==> src/rtl/seven_segment_display_seq_pkg.sv <==
// Shared definitions for the sequential seven-segment driver: FSM states,
// active-high segment patterns (gfedcba) and a constant power-of-ten helper.
package seven_segment_display_seq_pkg;

  typedef enum logic [1:0] {
    ST_IDLE  = 2'd0,
    ST_SHIFT = 2'd1,
    ST_DONE  = 2'd2
  } state_t;

  localparam logic [6:0] SEG_DASH  = 7'h40;
  localparam logic [6:0] SEG_BLANK = 7'h00;

  function automatic logic [6:0] digit_pattern(input logic [3:0] nib);
    case (nib)
      4'd0:    return 7'h3F;
      4'd1:    return 7'h06;
      4'd2:    return 7'h5B;
      4'd3:    return 7'h4F;
      4'd4:    return 7'h66;
      4'd5:    return 7'h6D;
      4'd6:    return 7'h7D;
      4'd7:    return 7'h07;
      4'd8:    return 7'h7F;
      4'd9:    return 7'h6F;
      default: return SEG_BLANK;
    endcase
  endfunction

  // Elaboration-time only; DIGITS is at most 8 so 64 bits is ample.
  function automatic logic [63:0] pow10(input int n);
    logic [63:0] r;
    r = 64'd1;
    for (int i = 0; i < n; i++) r = r * 64'd10;
    return r;
  endfunction

endpackage

==> src/rtl/seven_segment_display_seq_decoder.sv <==
// Combinational BCD nibble to active-high seven-segment pattern, with
// dash (overflow) taking priority over blank.
module seven_segment_display_seq_decoder
  import seven_segment_display_seq_pkg::*;
(
  input  logic [3:0] nibble,
  input  logic       blank,
  input  logic       dash,
  output logic [6:0] pattern
);

  always_comb begin
    pattern = SEG_BLANK;
    if (dash) begin
      pattern = SEG_DASH;
    end else if (!blank) begin
      pattern = digit_pattern(nibble);
    end
  end

endmodule

==> src/rtl/seven_segment_display_seq.sv <==
// Sequential binary-to-seven-segment driver: double-dabble one bit per clock,
// then registers BCD, segment patterns and overflow with a one-cycle done pulse.
module seven_segment_display_seq
  import seven_segment_display_seq_pkg::*;
#(
  parameter int WIDTH      = 10,
  parameter int DIGITS     = 4,
  parameter bit ACTIVE_LOW = 1'b1,
  parameter bit BLANK_LZ   = 1'b0
) (
  input  logic                  clk,
  input  logic                  rst,
  input  logic                  start,
  input  logic [WIDTH-1:0]      bin,
  output logic                  busy,
  output logic                  done,
  output logic                  ovf,
  output logic [4*DIGITS-1:0]   bcd,
  output logic [7*DIGITS-1:0]   seg
);

  localparam int BCD_W = 4 * DIGITS;
  localparam int SH_W  = BCD_W + WIDTH;
  localparam int CNT_W = $clog2(WIDTH + 1);
  localparam logic [63:0] LIMIT = pow10(DIGITS) - 64'd1;
  localparam logic [7*DIGITS-1:0] SEG_OFF = ACTIVE_LOW ? '1 : '0;

  state_t            state_reg, state_next;
  logic [SH_W-1:0]   sh_reg, sh_next;
  logic [CNT_W-1:0]  cnt_reg, cnt_next;
  logic              ovf_pend_reg, ovf_pend_next;
  logic              done_reg;
  logic              ovf_reg;
  logic [BCD_W-1:0]  bcd_reg;
  logic [7*DIGITS-1:0] seg_reg;

  logic [SH_W-1:0]     add3_sh;
  logic [BCD_W-1:0]    res_bcd;
  logic [DIGITS-1:0]   blank;
  logic [7*DIGITS-1:0] seg_pat;
  logic [7*DIGITS-1:0] seg_drive;

  assign add3_sh[WIDTH-1:0] = sh_reg[WIDTH-1:0];
  assign res_bcd = sh_reg[SH_W-1:WIDTH];

  generate
    for (genvar gi = 0; gi < DIGITS; gi++) begin : g_digit
      logic [3:0] nib;
      assign nib = sh_reg[WIDTH + 4*gi +: 4];
      // Nibble carry past 4 bits is dropped; only reachable on overflow.
      assign add3_sh[WIDTH + 4*gi +: 4] = (nib >= 4'd5) ? nib + 4'd3 : nib;

      if (gi > 0) begin : g_lz
        assign blank[gi] = BLANK_LZ && (res_bcd[BCD_W-1:4*gi] == '0);
      end else begin : g_units
        assign blank[gi] = 1'b0;
      end

      seven_segment_display_seq_decoder u_dec (
        .nibble  (res_bcd[4*gi +: 4]),
        .blank   (blank[gi]),
        .dash    (ovf_pend_reg),
        .pattern (seg_pat[7*gi +: 7])
      );
    end
  endgenerate

  assign seg_drive = ACTIVE_LOW ? ~seg_pat : seg_pat;

  always_comb begin
    state_next    = state_reg;
    sh_next       = sh_reg;
    cnt_next      = cnt_reg;
    ovf_pend_next = ovf_pend_reg;
    case (state_reg)
      ST_IDLE: begin
        if (start) begin
          sh_next       = {{BCD_W{1'b0}}, bin};
          cnt_next      = '0;
          ovf_pend_next = (64'(bin) > LIMIT);
          state_next    = ST_SHIFT;
        end
      end
      ST_SHIFT: begin
        sh_next  = {add3_sh[SH_W-2:0], 1'b0};
        cnt_next = cnt_reg + CNT_W'(1);
        if (cnt_reg == CNT_W'(WIDTH - 1)) state_next = ST_DONE;
      end
      ST_DONE: begin
        state_next = ST_IDLE;
      end
      default: begin
        state_next = ST_IDLE;
      end
    endcase
  end

  always_ff @(posedge clk) begin
    if (rst) begin
      state_reg    <= ST_IDLE;
      sh_reg       <= '0;
      cnt_reg      <= '0;
      ovf_pend_reg <= 1'b0;
      done_reg     <= 1'b0;
      ovf_reg      <= 1'b0;
      bcd_reg      <= '0;
      seg_reg      <= SEG_OFF;
    end else begin
      state_reg    <= state_next;
      sh_reg       <= sh_next;
      cnt_reg      <= cnt_next;
      ovf_pend_reg <= ovf_pend_next;
      done_reg     <= (state_reg == ST_DONE);
      if (state_reg == ST_DONE) begin
        ovf_reg <= ovf_pend_reg;
        bcd_reg <= ovf_pend_reg ? '0 : res_bcd;
        seg_reg <= seg_drive;
      end
    end
  end

  assign busy = (state_reg != ST_IDLE);
  assign done = done_reg;
  assign ovf  = ovf_reg;
  assign bcd  = bcd_reg;
  assign seg  = seg_reg;

endmodule
==> config.mk <==
export PLATFORM = sky130hd
export DESIGN_NAME = seven_segment_display_seq
export DESIGN_NICKNAME = d
export VERILOG_FILES = /design/src/rtl/seven_segment_display_seq_pkg.sv /design/src/rtl/seven_segment_display_seq_decoder.sv /design/src/rtl/seven_segment_display_seq.sv
export SDC_FILE = /design/constraint.sdc
export NUM_CORES = 1
export LEC_CHECK = 0
export CORE_UTILIZATION = 40
export CTS_BUF_LIST = sky130_fd_sc_hd__clkbuf_2
export CTS_CLUSTER_SIZE = 20
export DETAILED_ROUTE_END_ITERATION = 8
export MAX_ROUTING_LAYER = met4
export PLACE_DENSITY = 0.65
export SYNTH_ARGS = -nofsm -noshare
export SYNTH_HDL_FRONTEND = slang
export SYNTH_SLANG_ARGS = --single-unit
==> constraint.sdc <==
create_clock -name clk -period 3.4 [get_ports clk]
set_clock_uncertainty 0.2 [all_clocks]
set_input_delay 0.68 -clock clk [delete_from_list [all_inputs] [get_ports clk]]
set_output_delay 0.68 -clock clk [all_outputs]
set_load 0.01 [all_outputs]
==> run metrics, run 1 <==
Die Area=12800 µm²; multi-input logic area=between 2000 and 3000 µm²; GRT Overall Usage=18.1%; first-pass GRT wire length=18.2 mm; DP HPWL=between 7 and 8 mm; clk_lat worst skew=600 ps; RSZ-0062 raised after global routing=false; final net count=654; Clk pin slew, worst setup/hold paths=roughly 250 ps; vias=slightly above 4000; reg2reg path depth=10; WS Path Type=reg2reg; Most used DFF post-synth=dfxtp_1; Max-slew headroom=53.9%; DR iter-0 viols=208; R2R setup slack=460 ps; synthesized instance count=~560; syn_area_per_cell=approximately 8.8 µm²; dpl cell area=5670 µm²; GRT overflow=0; switching share of power=22.9%; Sequential Area=2100 µm²; Routability Congestion=0.851; Rows=40; I/O Buffers=58; final hold vios=0; largest cells by area after synthesis=dfxtp_1 (42%), ha_1 (8.6%), nand2_1 (7.7%); Worst Path Arrival=~3200 ps; Post-Place Worst Slack=71.8 ps; Netlist cell types=73; vias in the first global route=3822; Post-synth EDFFs=0; period utilization=86.3%; diode count=0; # clock sinks=105; wl on met1=5.30 mm; highest metal used=met4; antenna viol nets, final=0; Hold WC Path Type=reg2reg; Routed WL=10.7 mm; die width=113 µm; CP max FO=6; Synth Register Bits=105; first-pass iteration count of the detailed router=4; Post-CTS Repair Setup Buffers=0; Psw=477 µW; Cell Int Power=approximately 1600 µW; min cycle time layout=2940 ps; max cap viols=0; Routed WL per cell=14.1 µm; Clk pwr share=approximately a third; Pins Over Slew Limit=0; hold slack=245 ps; Final setup viols=0; Syn-to-layout area delta=17.8%; initial core utilization=41.2%; CTS tree=done; pin count of the biggest net entering global routing=42; worst r2r src=sh_reg[10]; critical path capture point type=flip-flop; worst hold path depth=1; synthesized area=~4900 µm²; DR WL met3=379 µm; Resize count post-CTS=0; Worst path max stage delay=about 500 ps; part of the power in combinational logic=5.6%; total CTS buffers=9; I/O pins=60; share of cells above drive strength 1=~8.5%; hold buffer count at CTS=0; syn_nets=609; wire length on met2=4.87 mm; TNS Setup=0 ps; RR Endpoint=g_digit[1].u_dec.pattern[4]; final instance area=5830 µm²; htree depth=3; initial antenna violation count=0; fillers=approximately 1200; IR drop worst, VDD=0.000151 V; core area=12000 µm²; root buffer cell=clkbuf_2; drt drc=0; post-route setup slack=465 ps; vias per cell=5.35; most frequent cells in the layout=dfxtp_1 (105), nand2_1 (101), clkdlybuf4s50_1 (57), nor2_1 (40), ha_1 (34); PwrDens=358 nW/µm²; Flop pwr share=between 60% and 70%; Synth top area share=42.5%; worst slew pin tran=689 ps; Req. time, crit path=3700 ps; clock buffer depth=2; Hold EP=seg[19]; commonest non-fill, non-tap cell in the layout=dfxtp_1; CP Launch Type=flip-flop; Hold Path Origin=g_digit[2].u_dec.pattern[5]; CP cell instances=inv_1 -> ha_1 -> nand2b_1 -> or4b_1 -> a21oi_2 -> inv_1 -> ha_1 -> nor2_1 -> a211oi_1 -> a311o_1; Async S/R FF share, synth=0%; outcome=completed; Max Fclk=341 MHz; sequential area share after synthesis=42.5%; Max stage delay cell, worst path=or4b_1; Leak=0.00246 µW; Die Ht=113 µm; Ys Warns=0; post-synth top area cell=dfxtp_1
## critical path, delay by kind of cell (launching register included)
family	cells	cell delay, ps
AND/OR/NAND/NOR	3	790
AO/OA/AOI/OAI	3	660
flip-flops	1	480
adder cells (fa/ha/maj)	2	470
buffers and inverters	2	260
## cell families after synthesis
kind of cell	count (synthesis)	share of synthesized area [%]
XOR/XNOR	1	0.177
AND/OR/NAND/NOR	196	18.9
adder cells (fa/ha/maj)	34	8.60
other	1	0.0758
buffers and inverters	69	5.77
flip-flops	105	42.5
multiplexers	3	0.658
AO/OA/AOI/OAI	153	23.3
## synth_stat cells, types with 3 or more instances
library cell,number
inv_1,26
nand4_1,4
and3_1,5
a21boi_0,3
a211oi_1,6
ha_1,34
nand2b_1,8
a21oi_1,31
o31ai_1,3
o211ai_1,33
a311o_1,3
and2_1,3
a311oi_1,9
a211o_1,7
a32o_1,3
nand3_1,5
nand2_1,101
o211a_1,3
buf_2,9
buf_1,3
clkbuf_1,27
nor3_1,3
a2111o_1,6
nor4bb_1,3
and4b_1,5
o22ai_1,4
a21o_1,5
o21ai_0,11
dfxtp_1,105
nor2_1,40
a32oi_1,3
## layout make-up
class	count	share of cell area, %
clock buffers	9	0.773
clock inverters	7	1.87
inverters	27	1.74
multi-input cells	388	44.0
flip-flops and latches	105	36.1
well taps	147	3.16
repair buffers	76	12.4
## per-stage QoR
step / cells / power, µW / util [%]
floorplan: 562 / 1350 / -
global placement: 743 / 1390 / 47.2
detailed placement: 743 / 1400 / 47.2
CTS: 759 / 2120 / 48.5
global route: 759 / 2180 / 48.5
finish: 759 / 2080 / 48.5
## power by group through the flow
stage	Combinational, µW	Sequential (µW)	Clock (µW)
2_1_floorplan	73.2	1280	0
3_3_place_gp	113	1280	0
3_5_place_dp	116	1280	0
4_1_cts	116	1260	739
5_1_grt	129	1260	787
6_report	116	1260	708
## per-layer routing
metal | up-vias | track usage (%)
li1 | 2086 | -
met1 | 1896 | 23.8
met2 | 65 | 27.5
met3 | 11 | 3.32
met4 | 0 | 7.02
met5 | - | -
## worst max path at each step
stage | endpoint | startpoint | depth (start not counted)
2_1_floorplan | g_digit[3].u_dec.pattern[0] | rst | 7
3_3_place_gp | g_digit[2].u_dec.pattern[3] | start | 10
3_5_place_dp | g_digit[2].u_dec.pattern[3] | start | 10
4_1_cts | busy | state_reg[0] | 3
5_1_grt | g_digit[0].u_dec.pattern[3] | sh_reg[11] | 11
6_report | g_digit[1].u_dec.pattern[4] | sh_reg[10] | 10
(Power assumes the default switching activity.)
==> inputs of run 2 (changes only) <==
==> constraint.sdc (replaced) <==
create_clock -name clk -period 3 [get_ports clk]
set_clock_uncertainty 0.2 [all_clocks]
set_input_delay 0.6 -clock clk [delete_from_list [all_inputs] [get_ports clk]]
set_output_delay 0.6 -clock clk [all_outputs]
set_load 0.01 [all_outputs]
==> run metrics, run 2 (synthesis gave the netlist of run 1 again) <==
outcome=completed; Rows=40; IR drop worst, VDD=about 0.00021 V; TNS Setup=0 ps; Die Ht=113 µm; die width=113 µm; CP Launch Type=flip-flop; diode count=0; PwrDens=375 nW/µm²; Max stage delay cell, worst path=clkdlybuf4s50_1; Syn-to-layout area delta=19.0%; CP max FO=10; I/O Buffers=58; Die Area=12800 µm²; Final Util=~49%; htree depth=3; DP HPWL=7.85 mm; vias per cell=5.37; worst hold path depth=1; Clk pin slew, worst setup/hold paths=approximately 260 ps; initial antenna violation count=0; Worst path max stage delay=490 ps; final net count=666; total CTS buffers=9; most frequent cells in the layout=dfxtp_1 (102), nand2_1 (101), clkdlybuf4s50_1 (57), nor2_1 (40), ha_1 (34); reg2reg path depth=10; root buffer cell=clkbuf_2; Final setup viols=0; I/O pins=60; post-route setup slack=161 ps; Hold WC Path Type=reg2reg; clock buffer depth=2; Max-slew headroom=between 50% and 60%; critical path depth=3; initial core utilization=41.2%; CP cell instances=buf_4 -> or2_2 -> clkdlybuf4s50_1; Pins Over Slew Limit=0; Leak=between 0.002 and 0.0025 µW; Max Fclk=352 MHz; worst slew pin tran=713 ps; clk_lat worst skew=approximately 610 ps; vias=4138; # clock sinks=105; Post-Place Worst Slack=-77.4 ps; multi-input logic area=2570 µm²; Routability Congestion=0.868; Routed WL per cell=14.1 µm; core area=12000 µm²; drt drc=0; commonest non-fill, non-tap cell in the layout=dfxtp_1; first-pass GRT wire length=between 15 and 20 mm; share of cells above drive strength 1=10.7%; vias in the first global route=3975; DR iter-0 viols=280; first-pass iteration count of the detailed router=5; Req. time, crit path=2200 ps; antenna viol nets, final=0; WP buf/inv=2; Worst Path Arrival=between 2000 and 2500 ps; pin count of the biggest net entering global routing=46; CTS tree=done; WS Path Type=reg2out; min cycle time layout=2840 ps; GRT Overall Usage=a little under a fifth; Routed WL=about 11 mm; max cap viols=0; period utilization=between 90 and 100%; RSZ-0062 raised after global routing=false; CP delay by family, top=buffers and inverters; Sequential Area=2110 µm²; critical path capture point type=output port; fillers=roughly 1200; final hold vios=0; GRT overflow=0
run 2: changes by cell type in the layout (fill, tap and decap cells not counted), moves of 2 or more:
cell       delta
bufinv_16     -2
dfxtp_2       +3
clkbuf_2      +2
buf_4        +11
dfxtp_1       -3
run 2: what timing repair did:
action                     4_1_cts  5_1_grt
hold endpoints to repair         1        0
buffers inserted                 0        0
setup endpoints to repair        0        4
resized for setup                0        4
hold buffers                     1        0
run 2: worst paths after layout:
| kind | startpoint | end | slack, ps |
|---|---|---|---|
| worst min-delay path | g_digit[1].u_dec.pattern[0] | seg[7] | 260 |
| worst max register to register | sh_reg[15] | g_digit[1].u_dec.pattern[0] | 200 |
| worst min register to register | g_digit[1].u_dec.pattern[0] | seg[7] | 260 |
| worst max-delay path | state_reg[0] | busy | 160 |
run 2: layout make-up:
cell class	instances	share of cell area [%]
Clock buffer	11	0.935
Clock inverter	5	0.956
Inverter	27	1.72
Multi-Input combinational cell	388	43.6
Sequential cell	105	35.8
Tap cell	147	3.12
Timing Repair Buffer	88	13.9
run 2: worst register-to-register path, cell delays in order (launching register included):
cell and delay (ps):
dfxtp_2 440, inv_1 100, ha_1 180, nand2b_1 210, a2111o_1 440, nand3_1 120, nand2_1 150, ha_1 260
nand3b_1 150, o32ai_1 350, a311o_1 180
run 2: per-stage QoR:
| step | instances | hold slack, ps | cell area (µm²) | power (µW) |
|---|---|---|---|---|
| detailed placement | 754 | 235 | 5750 | 1590 |
| finish | 771 | 258 | 5890 | 2210 |
| floorplan | 562 | 228 | 4950 | 1530 |
| CTS | 771 | 263 | 5880 | 2240 |
| global route | 771 | 261 | 5890 | 2310 |
| global placement | 754 | 230 | 5750 | 1590 |
run 2: layer usage:
layer  track usage, %  up-vias  part of all wire [%]
met5                -        -                     0
met1             23.5     1932                    48
met3             3.43        8                   4.6
li1                 -     2104                     -
met4             8.16        0                   1.1
met2             29.4       94                    46
run 2: power breakdown:
part / switching (µW) / leakage [µW] / internal, µW
clock network: 446 / 0.0000719 / 198
registers: 10.6 / 0.000852 / 1420
logic: 81.8 / 0.00157 / 58.1
